### src/rtl/aes_pkg.sv
`default_nettype none
// ---------------------------------------------------------------------------
// aes_pkg : shared types and constants for the AES input loader
// Revision: 1.0
// ---------------------------------------------------------------------------
package aes_pkg;

  localparam int   WORDS    = 128 / 32;
  localparam logic MODE_ENC = 1'b0;
  localparam logic MODE_DEC = 1'b1;

  typedef enum logic [2:0] {
    IDLE    = 3'd0,
    LD_KEY  = 3'd1,
    LD_TEXT = 3'd2,
    ISSUE   = 3'd3,
    BUSY    = 3'd4
  } state_t;

endpackage
`default_nettype wire

### src/rtl/aes_word_packer.sv
`default_nettype none
// ---------------------------------------------------------------------------
// aes_word_packer : block register filled one word at a time; word 0 is the MSW
// Revision: 1.0
// ---------------------------------------------------------------------------
module aes_word_packer
  import aes_pkg::*;
#(
  parameter int WORD_W = 32,
  parameter int BLK_W  = 128,
  localparam int NW    = BLK_W / WORD_W,
  localparam int IDX_W = (NW > 1) ? $clog2(NW) : 1
) (
  input  logic              clk,
  input  logic              rst,
  input  logic              wr,
  input  logic [IDX_W-1:0]  idx,
  input  logic [WORD_W-1:0] data,
  output logic [BLK_W-1:0]  blk
);

  always_ff @(posedge clk or posedge rst) begin
    if (rst) begin
      blk <= '0;
    end else if (wr) begin
      for (int k = 0; k < NW; k++) begin
        if (idx == IDX_W'(k)) begin
          blk[BLK_W-1-k*WORD_W -: WORD_W] <= data;
        end
      end
    end
  end

endmodule
`default_nettype wire

### src/rtl/aes_input_loader.sv
`default_nettype none
// ---------------------------------------------------------------------------
// aes_input_loader : assembles key/text blocks from a host word stream and
//                    issues one Start per block to the AES round controller
// Revision: 1.0
// ---------------------------------------------------------------------------
module aes_input_loader
  import aes_pkg::*;
#(
  parameter int WORD_W  = 32,
  parameter int BLK_W   = 128,
  parameter int TIMEOUT = 64
) (
  input  logic              CLK,
  input  logic              reset,
  input  logic              in_valid,
  output logic              in_ready,
  input  logic [WORD_W-1:0] in_data,
  input  logic              in_keynew,
  input  logic              in_mode,
  input  logic              eng_done,
  output logic              Start,
  output logic              Select,
  output logic [BLK_W-1:0]  key_out,
  output logic [BLK_W-1:0]  text_out,
  output logic              key_valid,
  output logic              busy,
  output logic              err_nokey,
  output logic              err_timeout
);

  localparam int NW    = BLK_W / WORD_W;
  localparam int IDX_W = (NW > 1) ? $clog2(NW) : 1;
  localparam int WD_W  = (TIMEOUT > 0) ? $clog2(TIMEOUT + 1) : 1;

  state_t           state, next;
  logic [IDX_W-1:0] cnt;
  logic             mode_q;
  logic             keynew_q;
  logic             accept;
  logic             last;
  logic             expire;
  logic             key_wr;
  logic             text_wr;

  assign accept = in_valid && in_ready;
  assign last   = (cnt == IDX_W'(NW - 1));
  assign Select = mode_q;

  // The beat counter is zero in IDLE, so it doubles as the word index for both packers.
  assign key_wr  = accept && ((state == IDLE && in_keynew) || state == LD_KEY);
  assign text_wr = accept && ((state == IDLE && !in_keynew) || state == LD_TEXT);

  generate
    if (TIMEOUT > 0) begin : g_wdog
      logic [WD_W-1:0] wdog;

      always_ff @(posedge CLK or posedge reset) begin
        if (reset) begin
          wdog <= '0;
        end else if (state == ISSUE) begin
          wdog <= '0;
        end else if (state == BUSY) begin
          wdog <= wdog + 1'b1;
        end
      end

      // Fires during the TIMEOUT-th cycle spent in BUSY.
      assign expire = (state == BUSY) && (wdog == WD_W'(TIMEOUT - 1));
    end else begin : g_no_wdog
      assign expire = 1'b0;
    end
  endgenerate

  always_ff @(posedge CLK or posedge reset) begin
    if (reset) begin
      state <= IDLE;
    end else begin
      state <= next;
    end
  end

  always_comb begin
    next = state;
    case (state)
      IDLE:    if (accept) next = in_keynew ? LD_KEY : LD_TEXT;
      LD_KEY:  if (accept && last) next = LD_TEXT;
      LD_TEXT: if (accept && last) next = (key_valid || keynew_q) ? ISSUE : IDLE;
      ISSUE:   next = BUSY;
      BUSY:    if (eng_done || expire) next = IDLE;
      default: next = IDLE;
    endcase
  end

  always_comb begin
    in_ready = 1'b0;
    Start    = 1'b0;
    busy     = 1'b0;
    case (state)
      IDLE, LD_KEY, LD_TEXT: in_ready = 1'b1;
      ISSUE: begin
        Start = 1'b1;
        busy  = 1'b1;
      end
      BUSY:    busy = 1'b1;
      default: ;
    endcase
  end

  always_ff @(posedge CLK or posedge reset) begin
    if (reset) begin
      cnt         <= '0;
      mode_q      <= MODE_ENC;
      keynew_q    <= 1'b0;
      key_valid   <= 1'b0;
      err_nokey   <= 1'b0;
      err_timeout <= 1'b0;
    end else begin
      err_nokey   <= 1'b0;
      // A done arriving in the expiry cycle wins over the watchdog.
      err_timeout <= expire && !eng_done;
      if (accept) begin
        cnt <= last ? '0 : cnt + 1'b1;
        if (state == IDLE) begin
          mode_q   <= in_mode;
          keynew_q <= in_keynew;
        end
        if (state == LD_TEXT && last) begin
          if (key_valid || keynew_q) begin
            key_valid <= 1'b1;
          end else begin
            err_nokey <= 1'b1;
          end
        end
      end
    end
  end

  aes_word_packer #(
    .WORD_W (WORD_W),
    .BLK_W  (BLK_W)
  ) u_key_packer (
    .clk  (CLK),
    .rst  (reset),
    .wr   (key_wr),
    .idx  (cnt),
    .data (in_data),
    .blk  (key_out)
  );

  aes_word_packer #(
    .WORD_W (WORD_W),
    .BLK_W  (BLK_W)
  ) u_text_packer (
    .clk  (CLK),
    .rst  (reset),
    .wr   (text_wr),
    .idx  (cnt),
    .data (in_data),
    .blk  (text_out)
  );

endmodule
`default_nettype wire

### config.mk
export PLATFORM = sky130hd
export DESIGN_NAME = aes_input_loader
export DESIGN_NICKNAME = d
export VERILOG_FILES = /design/src/rtl/aes_pkg.sv /design/src/rtl/aes_word_packer.sv /design/src/rtl/aes_input_loader.sv
export SDC_FILE = /design/constraint.sdc
export NUM_CORES = 1
export LEC_CHECK = 0
export ABC_AREA = 1
export CORE_MARGIN = 2
export CORE_UTILIZATION = 38
export CTS_CLUSTER_SIZE = 30
export DETAILED_ROUTE_END_ITERATION = 10
export GPL_ROUTABILITY_DRIVEN = 0
export GPL_TIMING_DRIVEN = 0
export HOLD_SLACK_MARGIN = 0.1
export PLACE_DENSITY = 0.64
export SLEW_MARGIN = 20
export SYNTH_ARGS = -nofsm -noshare
export SYNTH_HDL_FRONTEND = slang
export SYNTH_SLANG_ARGS = --single-unit
### constraint.sdc
create_clock -name CLK -period 24.5 [get_ports CLK]
set_input_delay 3.675 -clock CLK [delete_from_list [all_inputs] [get_ports CLK]]
set_output_delay 3.675 -clock CLK [all_outputs]
set_load 0.005 [all_outputs]
## Word level (Yosys, flattened, before mapping)

Cells that the tools add are included.

| word-level totals | value |
|---|---|
| logic and storage cells | 77 |
| register bits after elaboration | 273 |
| input port bits | 38 |

| cells by class | value |
|---|---|
| add/subtract/negate cells | 2 |
| reductions and logical operators | 31 |
| eq/ne operators | 12 |
| multiplexer cells | 16 |

Operator list:

| operator | number |
|---|---|
| $reduce_and 2->1 | 9 |
| $pmux 3 s5 | 1 |
| $mux 7 | 2 |
| $mux 3 | 4 |
| $logic_and 1x1->1 | 9 |
| $add 7x1->7 const B | 1 |
| $eq 7x6->1 const B | 1 |
| $eq 3x2->1 const B | 2 |
| $mux 1 | 6 |
| $mux 2 | 3 |
| $ne 2x1->1 const B | 3 |
| $eq 2x2->1 const B | 2 |
| $logic_or 1x1->1 | 4 |
| $reduce_and 4->1 | 1 |
| $eq 3x1->1 const B | 1 |
| $eq 3x3->1 const B | 1 |
| $logic_not 3->1 | 1 |
| $reduce_and 3->1 | 1 |
| $reduce_or 3->1 | 1 |
| $add 2x1->2 const B | 1 |
| $eq 2x1->1 const B | 1 |
| $logic_not 1->1 | 2 |
| $logic_not 2->1 | 1 |
| $ne 2x2->1 const B | 1 |
| 2 further kinds | 2 |

## Depth between registers and ports, before layout

| logic depth | value |
|---|---|
| word-level depth | 7 |
| gate-level depth with buffers | 8 |
| depth with buffers taken out | 7 |

## Cells and area by module

From an unflattened synthesis, not the netlist that was laid out.

| unflattened totals | value |
|---|---|
| cell total of the unflattened synthesis | 1251 |
| area, all modules | 11258.3 um2 |

Modules (own cells, without submodules):

| module | cells an instance | instances | area each (um2) |
|---|---|---|---|
| aes_word_packer | 570 | 2 | 5192.5 |
| aes_input_loader | 111 | 1 | 873.3 |

## Worst setup path after synthesis

Ideal clock, no wire load.

| timing path | value |
|---|---|
| path type | register to output |
| from | register state[1] |
| to | output busy |
| cell stages (with the launch flop) | 6 |
| path slack | 19.820 ns |
| arrival time | 1.005 ns |
| buffers on the path | 0 |
| data required time | 20.825 ns |
| cell sequence | dfrtp_1 inv_2 nand2_1 nor2_1 inv_1 nand2_1 |

| between the ends | value |
|---|---|
| word-level cells in the longest chain between the ends | 3 |
| elaborated cells on any way between the ends | 4 |
| those cells by class | 2 x eq/ne; 1 x mux; 1 x reduce/logical |

RTL lines:

| what | line | text |
|---|---|---|
| start, declared | aes_input_loader.sv:36 | `state_t state, next;` |
| start signal, assigned | aes_input_loader.sv:79 | `state <= next;` |
| $eq 3x2->1 or $eq 3x3->1 (tied branches) | aes_input_loader.sv:99 | `case (state)` |
| $reduce_or 2->1 (no line) * | -- |  |
| $mux 1 * | aes_input_loader.sv:99 |  |
| end, declared | aes_input_loader.sv:27 | `output logic busy,` |

Every way passes the cells marked *; elsewhere a longest branch is shown, timed or not.

## Worst setup path in the final report

Same ends and word-level chain as after synthesis.

==> impl_results.md <==
* Critical Path Fanout Max at 7
* Critical Path AT at between 2 and 2.5 ns
* Post-route setup slack at 18.55 ns
* Synthesized instance count at between 1000 and 1500
* Hold_sp: g_wdog.wdog[3]
* Worst VDD drop at 0.05223 mV
* First-pass GRT wire length at 52.47 mm
* Clock Path Buffers at 3
* Top cell type's share of synthesized area at ~64%
* Cts bufs inserted at 29
* Comb power frac at roughly two fifths
* CP endpoint kind: output port
* Row cnt at between 60 and 70
* Worst min path class: flop to flop
* Setup violators final at 0
* Layout cells sized above 1 at under 10%
* Internal at 1.402 mW
* Count leader, synth: nand2_1
* ANT nets after route at 0
* Post-synth EDFFs at 0
* Drt via density at between 5 and 6
* Initial antenna violation count at 1
* Pre-CTS setup slack at between 15 and 20 ns
* DR iter-0 viols at 742
* Worst Path Required at around 21 ns
* Fillers at 2493
* Ports at about 300
* Die Height at roughly 170 um
* Clk_lat worst skew at about 0.55 ns
* Status: complete, no violations
* Area Growth Syn to Fin at 42.90%
* Vias in the first global route at just under 9000
* Worst-path clk slew at ~0.060 ns
* Fin nets at 1467
* Max-slew headroom at the worst pin at roughly 50%
* Die area at 29350 um^2
* Syn Nets at 1134
* Synthesized area at roughly 11000 um^2
* Skew final at roughly 0.017 ns
* Leakage at 7.252 nW
* Port Buf Inserts at 300
* Dominant cell type by area after synthesis: dfrtp_1
* Worst slew pin tran at 0.7560 ns
* Sw frac at between 30% and 40%
* Setup bufs post-CTS at 0
* Sequential share of power at ~37%
* Total grt overflow at 0
* Pin count of the biggest net entering global routing at between 100 and 150
* R2r setup slk at around 23 ns
* Via count at between 9000 and 10000
* Tcrit/Tclk final at ~24%
* Post-synth top cells: 383 x nand2_1, 273 x dfrtp_1, 160 x o21ai_1, 98 x nand4_1, 48 x buf_2
* Crit path kind: flop to output port
* Sequential cell area at between 6000 and 7000 um^2
* Area of the multi-input gates at 3239 um^2
* Starting utilization of the core area at around two fifths
* Slew Limit Fails at 0
* CTS Sinks at around 270
* Final Hold Fails at 0
* CTS resizes at 0
* Die width at 171.3 um
* Tot GR Track Use at between 20% and 30%
* Main flop type after synthesis: dfrtp_1
* H-Tree Depth at 1
* Clock power frac at 22.1%
* Sequential area share after synthesis at 64.22%
* DRC viols at 0
* Worst setup SP type: flop
* Half-perimeter wire length after detailed placement at 25.86 mm
* Root buf cell: clkbuf_16
* Synth area leaders: dfrtp_1 64%, nand2_1 14%, o21ai_1 7.5%, nand4_1 5.8%, buf_2 2.3%
* Synthesized area per cell at between 9 and 10 um^2
* Unrepaired setup endpoints after global routing: no
* Core box area at between 20000 and 30000 um^2
* Post-CTS Hold Buffers at 0
* Worst reg2reg startpoint: cnt[1]
* Max-cap violations at 0
* Highest clock rate at about 170 MHz
* Final critical-path required period at 5.948 ns
* CTS tree: built
* Syn. warnings at 0
* Cell Pwr Density at between 100 and 150 nW/um^2
* Sum Neg Setup Slack at 0 ns
* Router iterations before antenna repair at 5
* Synthesis-stage register bit count at about 270
* P_sw at just over 0.7 mW
* Routed length per placed instance at approximately 19 um
* Final wirelength at about 35 mm
* Distinct cell type count after synthesis at 24
* Crit path launch: state[1]
* Ys async rst share at between 90% and 100%
-- placed cells by master, fill, tap and decap left out --
cell | Yosys | final
a21oi_1 | 6 | 6
a21oi_2 | 1 | 1
buf_16 | 0 | 2
buf_2 | 48 | 48
buf_4 | 11 | 11
buf_6 | 2 | 2
bufinv_16 | 0 | 5
clkbuf_1 | 12 | 15
clkbuf_16 | 0 | 29
clkbuf_8 | 0 | 5
clkdlybuf4s50_1 | 0 | 300
clkinv_2 | 0 | 9
clkinvlp_4 | 0 | 1
dfrtp_1 | 273 | 273
diode_2 | 0 | 3
ha_1 | 5 | 5
inv_1 | 45 | 44
inv_2 | 2 | 2
inv_6 | 0 | 1
inv_8 | 0 | 1
nand2_1 | 383 | 383
nand2_2 | 2 | 2
nand2_4 | 5 | 5
nand3_1 | 12 | 12
nand3_2 | 3 | 3
nand4_1 | 98 | 98
nor2_1 | 11 | 11
nor2_8 | 1 | 1
nor3_1 | 1 | 1
nor3_2 | 1 | 1
o211ai_1 | 1 | 1
o21ai_0 | 7 | 7
o21ai_1 | 160 | 160
o21ai_2 | 1 | 1
-- layer usage --
| metal | vias to the layer above | wire length (um) | global-route usage, % |
|---|---|---|---|
| li1 | 4295 | - | - |
| met4 | 0 | 892 | 6.780 |
| met5 | - | 0 | 0 |
| met3 | 51 | 2401 | 4.326 |
| met2 | 338 | 16450 | 37.54 |
| met1 | 4473 | 15610 | 32.66 |
-- kinds of logic (layout without fill, tap and decap cells) --
logic type | Yosys count | after routing | share of synthesized area (%)
AND/OR/NAND/NOR | 517 | 517 | 21.49
buffers and inverters | 120 | 475 | 5.328
AO/OA/AOI/OAI | 176 | 176 | 8.375
flip-flops | 273 | 273 | 64.22
adder cells (fa/ha/maj) | 5 | 5 | 0.5881
other | 0 | 3 | 0
-- sequential cells by signal (all words and copies together), names as in the netlist --
name and flops:
keynew_q 1, Select 1, err_nokey 1, g_wdog.wdog 7, u_key_packer.blk 128, cnt 2, u_text_packer.blk 128, key_valid 1
err_timeout 1, state 3
-- power groups by stage --
| stage | logic, mW | registers (mW) | clock network (mW) |
|---|---|---|---|
| after floorplan | 0.336 | 0.776 | 0 |
| after global placement | 0.873 | 0.775 | 0 |
| after detailed placement | 0.887 | 0.778 | 0 |
| after CTS | 0.891 | 0.773 | 0.474 |
| after global routing | 0.965 | 0.795 | 0.492 |
| final | 0.881 | 0.774 | 0.469 |
-- worst max-delay path, stage by stage (launching register included) --
cell	delay, ns
dfrtp_1	0.44
inv_2	0.08
nand2_1	0.04
nor2_1	0.36
inv_1	0.17
nand2_1	0.12
clkdlybuf4s50_1	0.51
-- final timing paths --
kind	endpoint	depth (start not counted)
worst max-delay path	busy	6
worst min-delay path	g_wdog.wdog[3]	1
worst max register to register	u_text_packer.blk[83]	7
worst min register to register	g_wdog.wdog[3]	1
max in group asynchronous	u_text_packer.blk[95]	3
min in group asynchronous	u_text_packer.blk[122]	2
-- cell type report --
type	instances	share of cell area, %
Inverter	47	1.210
Clock inverter	16	1.391
Sequential cell	273	44.94
Timing Repair Buffer	302	20.12
Antenna cell	3	0.04939
Tap cell	378	3.111
Buffer	73	2.568
Multi-Input combinational cell	698	21.31
Clock buffer	37	5.301
-- through the flow --
stage	hold WS, ns	total power, mW	cell area (um^2)	utilization [%]	std cells
floorplan	0.4402	1.112	10640	-	1091
global placement	0.4546	1.648	14110	50.94	1769
detailed placement	0.4571	1.665	14180	51.17	1771
CTS	0.4656	2.138	15190	54.84	1824
global route	0.4910	2.252	15200	54.85	1825
finish	0.4648	2.124	15200	54.87	1827
No activity file was read; power rests on OpenSTA's default activity.
==> variant: new RTL, same flow settings <==
Register the inputs `in_keynew` and `in_mode` before use, without a reset. The logic sees them one clock later. The other inputs are not delayed to match.
--- a/src/rtl/aes_input_loader.sv
+++ b/src/rtl/aes_input_loader.sv
@@ -33,6 +33,14 @@
   localparam int IDX_W = (NW > 1) ? $clog2(NW) : 1;
   localparam int WD_W  = (TIMEOUT > 0) ? $clog2(TIMEOUT + 1) : 1;
 
+  logic in_keynew_q;
+  logic in_mode_q;
+
+  always_ff @(posedge CLK) begin
+    in_keynew_q <= in_keynew;
+    in_mode_q   <= in_mode;
+  end
+
   state_t           state, next;
   logic [IDX_W-1:0] cnt;
   logic             mode_q;
@@ -48,8 +56,8 @@
   assign Select = mode_q;
 
   // The beat counter is zero in IDLE, so it doubles as the word index for both packers.
-  assign key_wr  = accept && ((state == IDLE && in_keynew) || state == LD_KEY);
-  assign text_wr = accept && ((state == IDLE && !in_keynew) || state == LD_TEXT);
+  assign key_wr  = accept && ((state == IDLE && in_keynew_q) || state == LD_KEY);
+  assign text_wr = accept && ((state == IDLE && !in_keynew_q) || state == LD_TEXT);
 
   generate
     if (TIMEOUT > 0) begin : g_wdog
@@ -83,7 +91,7 @@
   always_comb begin
     next = state;
     case (state)
-      IDLE:    if (accept) next = in_keynew ? LD_KEY : LD_TEXT;
+      IDLE:    if (accept) next = in_keynew_q ? LD_KEY : LD_TEXT;
       LD_KEY:  if (accept && last) next = LD_TEXT;
       LD_TEXT: if (accept && last) next = (key_valid || keynew_q) ? ISSUE : IDLE;
       ISSUE:   next = BUSY;
@@ -122,8 +130,8 @@
       if (accept) begin
         cnt <= last ? '0 : cnt + 1'b1;
         if (state == IDLE) begin
-          mode_q   <= in_mode;
-          keynew_q <= in_keynew;
+          mode_q   <= in_mode_q;
+          keynew_q <= in_keynew_q;
         end
         if (state == LD_TEXT && last) begin
           if (key_valid || keynew_q) begin
Behaviour: not the same (a bounded check fails within 4 cycles, from zero or initial values and one cycle with reset high).
==> variant against the unedited design <==
Final area is 0.68% higher. Global-route usage is 0.43 points lower. Die area is 0.65% higher. Power is 1.9% lower. Synthesized area is 0.67% higher. Wire length is 2.4% lower. Worst setup slack better by 160 ps. Sequential cell count is 2 higher.
==> variant: results (changes against the unedited design) <==
* Final clock-cell share at 6.91% (+0.22 points)
* Tot GR Track Use at 23.0% (-0.43 points)
* Met3 WL at 2140 microns (-11%)
* Initial antenna violation count at 0 (-1)
* Ys async rst share at 99.3% (-0.73 points)
* Critical path arrival at 2110 ps (-160 ps)
* Setup crit start: state[0]
* VDD IR max at 64.5 uV (+23%)
* Sequential share of the synthesized area at 64.2% (about the same)
* Top post-synthesis cells by count: nand2_1, dfrtp_1, nand3_1, o21ai_0, inv_1
* Top post-synthesis cells by area: dfrtp_1, nand2_1, nand3_1
* Global Route met2 Usage at 36.2% (-1.3 points)
* R2R depth at 6 (-1)
* GR met3 Demand/Resource at 4.65% (+0.32 points)
* Via count at 9084 (-0.80%)
* Status: complete, no violations
* Fillers at 2516 (+0.92%)
* Inverters at 49 (+4.3%)
* Drt pass-1 iters at 6 (+1)
* Met1 Resource Use GR at 31.4% (-1.3 points)
* DP HPWL at 25300 microns (-2.1%)
* Min-Delay Endpoint: Select
* Routed len/inst at 18.7 microns (-3.5%)
* Routed WL at 34500 microns (-2.4%)
* Nonclk buf count at 368 (-1.9%)
* DR WL met2 at 15900 microns (-3.6%)
* Sequential share of cell area at 44.9% (about the same)
* Cells after synthesis at 1114 (+2.1%)
* Placed Instance Area at 14200 sq um (+0.50%)
* NonClk Buf Share at 22.6% (-0.064 points)
* Clock skew at 8.09 ps (-9.28 ps)
## variant: changes by cell type in the layout (fill, tap and decap cells not counted), sizes merged, moves of 15 or more
| cell | before | now |
|---|---|---|
| nand3 | 15 | 147 |
| nand4 | 98 | 2 |
| o21ai | 168 | 135 |
| nand2 | 390 | 413 |
| buf | 63 | 46 |
| clkbuf | 49 | 64 |
## variant: cells by family (layout without fill, tap and decap cells)
family / count (synthesis) / after routing / share of synthesized area, %
buf+inv: 115 / 470 / 5.49
fa+ha+maj: 5 / 5 / 0.584
flops: 275 / 275 / 64.2
simple gates: 577 / 577 / 22.9
xor+xnor: 1 / 1 / 0.0818
mux: 2 / 2 / 0.199
compound gates: 139 / 139 / 6.61
## variant: where the power goes
part | total (mW) | internal [mW] | switching, mW
combinational | 0.828 | 0.447 | 0.381
sequential | 0.774 | 0.652 | 0.122
clock | 0.481 | 0.299 | 0.183
